`src/rtl/upm_cbb_chain_driver_if.sv`:
```
// upm_cbb_chain_driver_if: request/response handshake bundle between a host and the chain driver
interface upm_cbb_chain_driver_if #(
  parameter int MAX_LEN = 64,
  parameter int CNT_W = $clog2(MAX_LEN + 1)
);
  logic req_valid;
  logic req_ready;
  logic [CNT_W-1:0] req_len;
  logic [MAX_LEN-1:0] req_wdata;
  logic rsp_valid;
  logic rsp_ready;
  logic [MAX_LEN-1:0] rsp_rdata;
  logic [1:0] rsp_status;
  modport master (
    output req_valid, req_len, req_wdata, rsp_ready,
    input  req_ready, rsp_valid, rsp_rdata, rsp_status
  );
  modport slave (
    input  req_valid, req_len, req_wdata, rsp_ready,
    output req_ready, rsp_valid, rsp_rdata, rsp_status
  );
endinterface

```
`src/rtl/upm_cbb_chain_driver.sv`:
```
// upm_cbb_chain_driver: sequences capture/shift/update on a CBB TDR chain, serializing write data
// and collecting readback plus power-enable error status for each request
module upm_cbb_chain_driver #(
  parameter int MAX_LEN = 64,
  parameter int CNT_W = $clog2(MAX_LEN + 1)
) (
  input  logic tck,
  input  logic fdfx_powergood,
  upm_cbb_chain_driver_if.slave bus,
  output logic sel,
  output logic capture,
  output logic shift,
  output logic update,
  output logic si,
  input  logic so,
  input  logic power_enable_error_next
);
  typedef enum logic [2:0] {IDLE, CAPTURE, SHIFT, UPDATE, RESP} state_t;
  state_t state_q;
  logic [CNT_W-1:0] len_q, cnt_q;
  logic [MAX_LEN-1:0] wdata_q, rdata_q, bit_q;
  logic [1:0] status_q;
  logic err_q, sel_q, capture_q, shift_q, update_q, si_q;
  logic err_d, bad_len, last;
  always_comb begin
    err_d = err_q | (sel_q & power_enable_error_next);
    bad_len = (bus.req_len == '0) || (bus.req_len > CNT_W'(MAX_LEN));
    last = cnt_q == len_q - CNT_W'(1);
  end
  // wdata_q shifts right so si always comes from bit 0; bit_q is a one-hot write pointer into rdata_q
  always_ff @(posedge tck or negedge fdfx_powergood) begin
    if (!fdfx_powergood) begin
      state_q <= IDLE;
      len_q <= '0;
      cnt_q <= '0;
      wdata_q <= '0;
      rdata_q <= '0;
      bit_q <= '0;
      status_q <= 2'b00;
      err_q <= 1'b0;
      sel_q <= 1'b0;
      capture_q <= 1'b0;
      shift_q <= 1'b0;
      update_q <= 1'b0;
      si_q <= 1'b0;
    end else begin
      err_q <= err_d;
      case (state_q)
        IDLE: if (bus.req_valid) begin
          len_q <= bus.req_len;
          wdata_q <= bus.req_wdata;
          rdata_q <= '0;
          bit_q <= MAX_LEN'(1);
          cnt_q <= '0;
          err_q <= 1'b0;
          status_q <= bad_len ? 2'b01 : 2'b00;
          state_q <= bad_len ? RESP : CAPTURE;
          sel_q <= !bad_len;
          capture_q <= !bad_len;
        end
        CAPTURE: begin
          capture_q <= 1'b0;
          shift_q <= 1'b1;
          si_q <= wdata_q[0];
          wdata_q <= wdata_q >> 1;
          state_q <= SHIFT;
        end
        SHIFT: begin
          rdata_q <= rdata_q | (so ? bit_q : '0);
          bit_q <= bit_q << 1;
          cnt_q <= last ? cnt_q : cnt_q + CNT_W'(1);
          si_q <= last ? 1'b0 : wdata_q[0];
          wdata_q <= wdata_q >> 1;
          shift_q <= !last;
          update_q <= last;
          state_q <= last ? UPDATE : SHIFT;
        end
        UPDATE: begin
          sel_q <= 1'b0;
          update_q <= 1'b0;
          status_q <= err_d ? 2'b10 : 2'b00;
          state_q <= RESP;
        end
        RESP: state_q <= bus.rsp_ready ? IDLE : RESP;
        default: state_q <= IDLE;
      endcase
    end
  end
  assign bus.req_ready = state_q == IDLE;
  assign bus.rsp_valid = state_q == RESP;
  assign bus.rsp_rdata = rdata_q;
  assign bus.rsp_status = status_q;
  assign sel = sel_q;
  assign capture = capture_q;
  assign shift = shift_q;
  assign update = update_q;
  assign si = si_q;
  a_excl: assert property (@(posedge tck) disable iff (!fdfx_powergood)
    $onehot0({capture_q, shift_q, update_q}));
  a_sel: assert property (@(posedge tck) disable iff (!fdfx_powergood)
    (capture_q | shift_q | update_q) |-> sel_q);
endmodule

```
`src/flat_wrapper.sv`:
```
// flat-port wrapper written by rule: the top's interface ports become plain ports
module upm_cbb_chain_driver_flat 
#(
  parameter int MAX_LEN = 64,
  parameter int CNT_W = $clog2(MAX_LEN + 1)
)
  (tck, fdfx_powergood, sel, capture, shift, update, si, so, power_enable_error_next, bus_req_valid, bus_req_len, bus_req_wdata, bus_rsp_ready, bus_req_ready, bus_rsp_valid, bus_rsp_rdata, bus_rsp_status);
  upm_cbb_chain_driver_if #(.MAX_LEN(MAX_LEN), .CNT_W(CNT_W)) bus_i ();
  input  logic tck;
  input  logic fdfx_powergood;
  output logic sel;
  output logic capture;
  output logic shift;
  output logic update;
  output logic si;
  input  logic so;
  input  logic power_enable_error_next;
  input wire logic [$bits(bus_i.req_valid)-1:0] bus_req_valid;
  input wire logic [$bits(bus_i.req_len)-1:0] bus_req_len;
  input wire logic [$bits(bus_i.req_wdata)-1:0] bus_req_wdata;
  input wire logic [$bits(bus_i.rsp_ready)-1:0] bus_rsp_ready;
  output wire logic [$bits(bus_i.req_ready)-1:0] bus_req_ready;
  output wire logic [$bits(bus_i.rsp_valid)-1:0] bus_rsp_valid;
  output wire logic [$bits(bus_i.rsp_rdata)-1:0] bus_rsp_rdata;
  output wire logic [$bits(bus_i.rsp_status)-1:0] bus_rsp_status;
  assign bus_i.req_valid = bus_req_valid;
  assign bus_i.req_len = bus_req_len;
  assign bus_i.req_wdata = bus_req_wdata;
  assign bus_i.rsp_ready = bus_rsp_ready;
  assign bus_req_ready = bus_i.req_ready;
  assign bus_rsp_valid = bus_i.rsp_valid;
  assign bus_rsp_rdata = bus_i.rsp_rdata;
  assign bus_rsp_status = bus_i.rsp_status;
  upm_cbb_chain_driver #(.MAX_LEN(MAX_LEN), .CNT_W(CNT_W)) u_core (.tck(tck), .fdfx_powergood(fdfx_powergood), .bus(bus_i), .sel(sel), .capture(capture), .shift(shift), .update(update), .si(si), .so(so), .power_enable_error_next(power_enable_error_next));
endmodule
```
`config.mk`:
```
export PLATFORM = sky130hd
export DESIGN_NAME = upm_cbb_chain_driver_flat
export DESIGN_NICKNAME = d
export VERILOG_FILES = /design/src/rtl/upm_cbb_chain_driver_if.sv /design/src/rtl/upm_cbb_chain_driver.sv /design/src/flat_wrapper.sv
export SDC_FILE = /design/constraint.sdc
export NUM_CORES = 1
export LEC_CHECK = 0
export ABC_AREA = 1
export CAP_MARGIN = 25
export CORE_MARGIN = 5
export CORE_UTILIZATION = 40
export DETAILED_ROUTE_END_ITERATION = 6
export PLACE_DENSITY = 0.68
export SLEW_MARGIN = 20
export SYNTH_ARGS = -nofsm -noshare
export SYNTH_HDL_FRONTEND = slang
export SYNTH_SLANG_ARGS = --single-unit
```
`constraint.sdc`:
```
create_clock -name tck -period 1.48 [get_ports tck]
set_input_delay 0.222 -clock tck [delete_from_list [all_inputs] [get_ports tck]]
set_output_delay 0.222 -clock tck [all_outputs]
set_load 0.01 [all_outputs]
```
==> results of run 1 <==
[worst max-delay path, delay by kind of cell, from the launching register on]
kind,cells,cell delay [ns]
and+or+nand+nor,3,0.30
DFF,1,0.40
AOI/OAI and AO/OA,1,0.21
buffers and inverters,5,0.74
[synth_stat cells]
cell / n / area [µm²]
nand2_1: 125 / 469
buf_1: 2 / 7.51
nand4_1: 1 / 6.26
clkbuf_1: 35 / 131
nor2_2: 1 / 6.26
mux2i_1: 1 / 10.0
nand2_2: 2 / 12.5
and3_1: 1 / 6.26
dfrtp_1: 217 / 5430
inv_2: 6 / 22.5
buf_6: 6 / 67.6
nor2_1: 84 / 315
nor2_4: 2 / 22.5
nand2_4: 1 / 11.3
o21ai_0: 17 / 85.1
xnor2_1: 2 / 17.5
or2_2: 1 / 6.26
o22ai_1: 62 / 388
a21oi_1: 69 / 345
nor3_1: 4 / 20.0
buf_2: 27 / 135
xor2_1: 2 / 17.5
a31oi_1: 64 / 400
inv_1: 156 / 586
nand3_1: 155 / 776
buf_4: 2 / 15.0
ha_1: 2 / 25.0
[worst min-delay path by stage]
stage                                     endpoint
after floorplan                    u_core.bit_q[0]
after global placement              u_core.capture
after detailed placement            u_core.capture
final                           u_core.wdata_q[11]
after CTS                       u_core.wdata_q[11]
after global routing      u_core.bus.rsp_rdata[39]
[final cells by class]
type                            instances  area share [%]
Multi-Input combinational cell        596            31.3
Timing Repair inverter                  1           0.107
Timing Repair Buffer                  258            20.8
Clock inverter                          7           0.329
Inverter                              162            4.25
Tap cell                              319            2.62
Clock buffer                           37            4.93
Sequential cell                       217            35.7
[per-layer routing]
layer / global-route usage (%) / up-vias
met3: 3.54 / 51
met1: 27.2 / 4197
met2: 32.5 / 252
met5: 0 / -
met4: 4.88 / 0
li1: - / 3920
[logic make-up after synthesis]
| family | share of synthesized area, % |
|---|---|
| compound gates | 13.1 |
| xor+xnor | 0.375 |
| fa+ha+maj | 0.268 |
| buf+inv | 10.3 |
| flops | 58.2 |
| mux | 0.107 |
| simple gates | 17.7 |
[cells in the final DEF (no fill, tap or decap), types with 5 or more instances in the layout]
cell and instances:
inv_1 150, clkdlybuf4s50_1 74, nand2_1 116, o22ai_2 19, a21oi_1 9, nand3_2 35
o21ai_0 15, nand3_4 41, a31oi_1 33, buf_8 5, buf_4 34, o22ai_1 41
clkinv_2 6, clkbuf_16 36, buf_6 16, nor2_1 41, buf_16 11, nand2_2 8
buf_12 31, clkbuf_8 8, a21oi_2 60, nor2_2 12, dfrtp_1 217, clkdlybuf4s15_1 5
inv_2 7, a31oi_4 27, nand3_1 79, dlygate4sd2_1 66, nor2_4 34
[flip-flops by register name (all words and copies together) (netlist names)]
name,flops
u_core.bit_q,64
u_core.si,1
u_core.bus.rsp_rdata,64
u_core.err_q,1
u_core.len_q,7
u_core.bus.rsp_status,2
u_core.sel,1
u_core.wdata_q,64
u_core.state_q,3
u_core.cnt_q,7
u_core.capture,1
u_core.update,1
u_core.shift,1
[power by group through the flow]
stage	Clock [mW]	Sequential, mW	Combinational (mW)
3_5_place_dp	0	8.03	8.17
6_report	5.94	8.26	16.1
3_3_place_gp	0	7.99	7.99
4_1_cts	6.05	8.02	12.8
2_1_floorplan	0	7.89	5.52
5_1_grt	6.31	8.39	17.1
[what timing repair did]
action | in CTS | in global routing
setup endpoints to repair | 273 | 208
buffers inserted | 16 | 16
endpoints found under the hold margin | 217 | 0
hold buffers | 1 | 0
pin swaps | 11 | 80
resized for setup | 205 | 291
gates cloned | 16 | 14
[through the flow]
step           util, %  worst slack (ns)  TNS (ns)
2_1_floorplan        -           -0.0381     -1.41
3_3_place_gp      49.4            -0.148    -18.46
3_5_place_dp      49.4            -0.156    -20.30
4_1_cts           57.7            -0.219    -12.02
5_1_grt           65.7            -0.309    -47.37
6_report          65.7            -0.251    -32.89
==> metrics, run 1 <==
Final Cycle Share 117%; Metal-1 WL between 10000 and 15000 µm; Slew Limit Headroom around 54%; worst-path maximum fanout 20; met2 WL 14700 µm; placed cell count approximately 1500; Tightest Pin Transition slightly below 0.7 ns; via count 8420; startpoint class of the critical path flop; power per cell area 1990 nW/µm²; hpwl dp between 15000 and 20000 µm; worst hold path class input pin to asynchronous set/reset pin; area grow syn2layout 63.2%; Mapped Area a little over 9000 µm²; Fmax 578 MHz; end of the critical path u_core.wdata_q[45]; Flop pwr share 27.3%; worst-skew pair later-pin latency ~0.53 ns; RSZ-0062 raised after global routing yes; Mapped Cells approximately 1000; Synthesized Nets roughly 1100; reg2reg start u_core.state_q[1]; maximum VDD drop 0.00121 V; Avg Cell Area, Syn about 8.9 µm²; # rows 56; Final setup viols slightly above 200; GPL Wtd Cong 0.830; TritonCTS buffer count 25; H-tree levels 1; first-pass iteration count of the detailed router 5; Critical Path AT approximately 2.2 ns; die height around 160 µm; Setup Crit Path Kind flop to flop; Tmin final around 1.7 ns; vias per cell 5.27; footprint of the multi-input gates 4770 µm²; Clock power frac 19.6%; reg2reg path depth 9; highest metal used met4; sequential cell area approximately 5400 µm²; initial antenna violation count 0; Netlist cell types 27; final setup margin -0.251 ns; fin. max-slew vios 0; DRC viols 0; Pint about 18 mW; Core Area about 23000 µm²; Critical Path Sink Type flop; Layout Skew 0.0134 ns; Overflow after GRT 0; ratio of cells with drive above 1 in the final layout between 30% and 40%; Routed Antenna Nets 0; Switching Share 39.2%; part of the Yosys area used for sequential elements between 50% and 60%; Ports 150; port buffer count 149; Initial Utilization roughly two fifths; Net Sw Power about 12 mW; Die Footprint between 20000 and 30000 µm²; Worst Setup SP u_core.state_q[1]; Final Hold Viols 0; Root Buffer clkbuf_16; status finished, violations left; crit-path max cell delay roughly 0.40 ns; Finished Layout Cells about 1600; Tot GR Track Use between 10% and 20%; total chip power 30.3 mW; final instance area 15200 µm²; max-cap viol count 0; Lkg Pwr ~6.3 nW; Critical Path Slowest Stage Cell dfrtp_1; DR WL/cell around 18 µm; worst path cell trace buf_6 -> inv_4 -> nor2_4 -> nand2_4 -> buf_12 -> buf_12 -> bufbuf_16 -> nand3_1 -> a31oi_4; DRT iter0 DRCs between 600 and 700; die width approximately 160 µm; Post-Route WL 29400 µm; clock-pin slew on the worst setup and hold paths roughly 0.060 ns; ant diodes 0; largest net degree at the start of global routing 65; reg2reg end u_core.wdata_q[45]; Fin Hold WS roughly 0.19 ns; violated checks negative setup slack; metal3 WL roughly 1300 µm; power share of the combinational group 53.1%; CTS tree done; placed inst area ~11000 µm²; Yosys warning total 0; number of global-route vias before repair about 8300; Final #Nets 1340; CTS Sinks about 220; FILL cells 1712; Reg2Reg Setup Slack -0.25 ns; CP required between 1.5 and 2 ns; Crit path top cell by count buf_12; CTS max path bufs 3; first-pass GRT wire length 43200 µm; post-synthesis register bit count 217
Note: power is estimated with default switching activity, not from simulation.
==> inputs of run 2 (changes only) <==
--- a/config.mk
+++ b/config.mk
@@ -10,7 +10,10 @@
 export CORE_MARGIN = 5
 export CORE_UTILIZATION = 40
 export DETAILED_ROUTE_END_ITERATION = 6
-export PLACE_DENSITY = 0.68
+export DONT_BUFFER_PORTS = 1
+export GPL_ROUTABILITY_DRIVEN = 0
+export PLACE_DENSITY = 0.59
+export REMOVE_ABC_BUFFERS = 1
 export SLEW_MARGIN = 20
 export SYNTH_ARGS = -nofsm -noshare
 export SYNTH_HDL_FRONTEND = slang
==> run 2 against run 1 <==
Effect of this change: the flow finishes with violations (negative hold slack, negative setup slack); power down 7.3%; clock power is 10% higher; core utilization shrank 9.5 points; global-route usage decreased by 1.5 points; cell area down 15%; first-iteration DRC count decreased by 12%; worst setup slack better by 0.0085 ns; critical path type unchanged; flip-flop and latch count unchanged.
==> metrics, run 2 (synthesized netlist as in run 1, its figures left out) <==
number of global-route vias before repair 7711 (-6.7%); RSZ-0062 raised after global routing yes; Final Hold Viols 281 (+281); vias per cell 5.21 (-1.1%); via count 7803 (-7.3%); violated checks negative hold slack, negative setup slack; Setup Crit Path Kind flop to flop; Critical Path Sink Type flop; maximum VDD drop 0.00114 V (-5.6%); DRC viols 0 (unchanged); Root Buffer clkbuf_16; fin. max-slew vios 0 (unchanged); hold_buf cts 74 (+73); final instance area 13000 µm² (-15%); Ports 150 (unchanged); worst hold path class input pin to asynchronous set/reset pin; initial antenna violation count 0 (unchanged); setup tns final -13.72 ns (+19.17 ns); Final setup viols 143 (-29%); Layout Skew 0.00942 ns (-0.00395 ns); status finished, violations left; port buffer count 0 (-100%); CTS max path bufs 3 (unchanged); first-pass iteration count of the detailed router 5 (unchanged); H-tree levels 1 (unchanged); DRT iter0 DRCs 561 (-12%); TritonCTS buffer count 25 (unchanged); die height 163 µm (unchanged); Placement Setup Slack -0.233 ns (-0.0773 ns); Core Area 23200 µm² (unchanged); reg2reg start u_core.state_q[1]; Tmin final 1.72 ns (-0.00849 ns); worst-path maximum fanout 7 (-65%); ratio of cells with drive above 1 in the final layout 21.0% (-12 points); Fmax 580 MHz (+0.49%); Initial Utilization 40.3% (unchanged); Tightest Pin Transition 0.436 ns (-0.253 ns); Critical Path AT 2.11 ns (-0.06 ns); Slew Limit Headroom 70.9% (+17 points); Lkg Pwr 5.50 nW (-13%); sequential cell area 5430 µm² (about the same); area grow syn2layout 39.5%; DR WL/cell 17.8 µm (-3.6%); hpwl dp 13700 µm (-9.7%); final setup margin -0.243 ns (+0.00849 ns); Final Cycle Share 116% (-0.57 points); power per cell area 2150 nW/µm² (+8.4%); largest net degree at the start of global routing 218 (+240%); CP required 1.87 ns (-0.05 ns); placed inst area 9840 µm² (-14%); CTS tree done; Die Footprint 26500 µm² (unchanged); CTS Sinks 217 (unchanged); worst-skew pair later-pin latency 0.51 ns (-0.02 ns); Final #Nets 1238 (-7.6%); Overflow after GRT 0 (unchanged); # rows 56 (unchanged); commonest non-fill, non-tap cell in the layout dfrtp_1; total chip power 28.1 mW (-7.3%); Routed Antenna Nets 0 (unchanged); Worst Setup SP u_core.state_q[1]; FILL cells 1969 (+15%); Tot GR Track Use 18.2% (-1.5 points); startpoint class of the critical path flop; Fin Hold WS -0.600 ns (-0.785 ns); clock-pin slew on the worst setup and hold paths 0.06 ns (about the same); ant diodes 0 (unchanged); final core occ 56.1% (-9.5 points); max-cap viol count 0 (unchanged); Post-Route WL 26600 µm (-9.6%); footprint of the multi-input gates 3650 µm² (-24%); most frequent cells in the layout dfrtp_1, inv_1, nand3_1; first-pass GRT wire length 40100 µm (-7.1%); die width 163 µm (unchanged)
-- run 2: final timing paths --
kind,endpoint,slack (ns),depth (start not counted)
worst max-delay path,u_core.wdata_q[26],-0.24,10
worst min-delay path,u_core.bus.rsp_rdata[30],-0.60,0
worst max register to register,u_core.wdata_q[26],-0.24,10
worst min register to register,u_core.wdata_q[62],0.49,2
max in group asynchronous,u_core.state_q[2],1.66,0
min in group tck,u_core.bus.rsp_rdata[28],-0.14,2
-- run 2: cell type report --
class	instances	share of cell area, %
Sequential cell	217	41.7
Multi-Input combinational cell	597	28.0
Timing Repair Buffer	155	15.5
Clock buffer	32	5.39
Inverter	162	4.84
Tap cell	319	3.07
Clock inverter	14	1.36
Timing Repair inverter	1	0.125
-- run 2: metrics by stage --
step                      hold WS, ns  std cells
after floorplan               -0.0736        975
after global placement        -0.0693       1339
after detailed placement      -0.0699       1339
after CTS                      -0.626       1477
after global routing           -0.630       1497
final                          -0.600       1497
-- run 2: critical path: stages (launching register included) --
cell and delay [ns]:
dfrtp_1 0.41, inv_1 0.15, nor2_4 0.07, nand2_4 0.09, nand2_4 0.07, nor2_4 0.19, clkinv_4 0.16, buf_12 0.18
buf_12 0.14, nor2_4 0.09, a31oi_2 0.05
-- run 2: layer usage --
metal / GRT usage [%] / up-vias / wire length (µm) / part of all wire, %
met5: 0 / - / 0 / 0
met4: 5.49 / 0 / 718 / 2.7
met3: 3.21 / 55 / 1350 / 5.1
met2: 29.5 / 209 / 12900 / 49
met1: 25.3 / 3829 / 11600 / 44
li1: - / 3710 / - / -
-- run 2: power by group --
group	leakage, nW	switching, mW	total, mW	internal [mW]
clock	0.443	2.51	6.56	4.05
combinational	2.24	6.88	13.1	6.19
sequential	2.82	1.22	8.44	7.22
-- run 2: what timing repair did --
action	CTS	global route
gates cloned	9	17
endpoints found under the setup margin	179	211
setup buffers	10	8
hold endpoints to repair	355	281
pin swaps	8	12
resized for setup	82	146
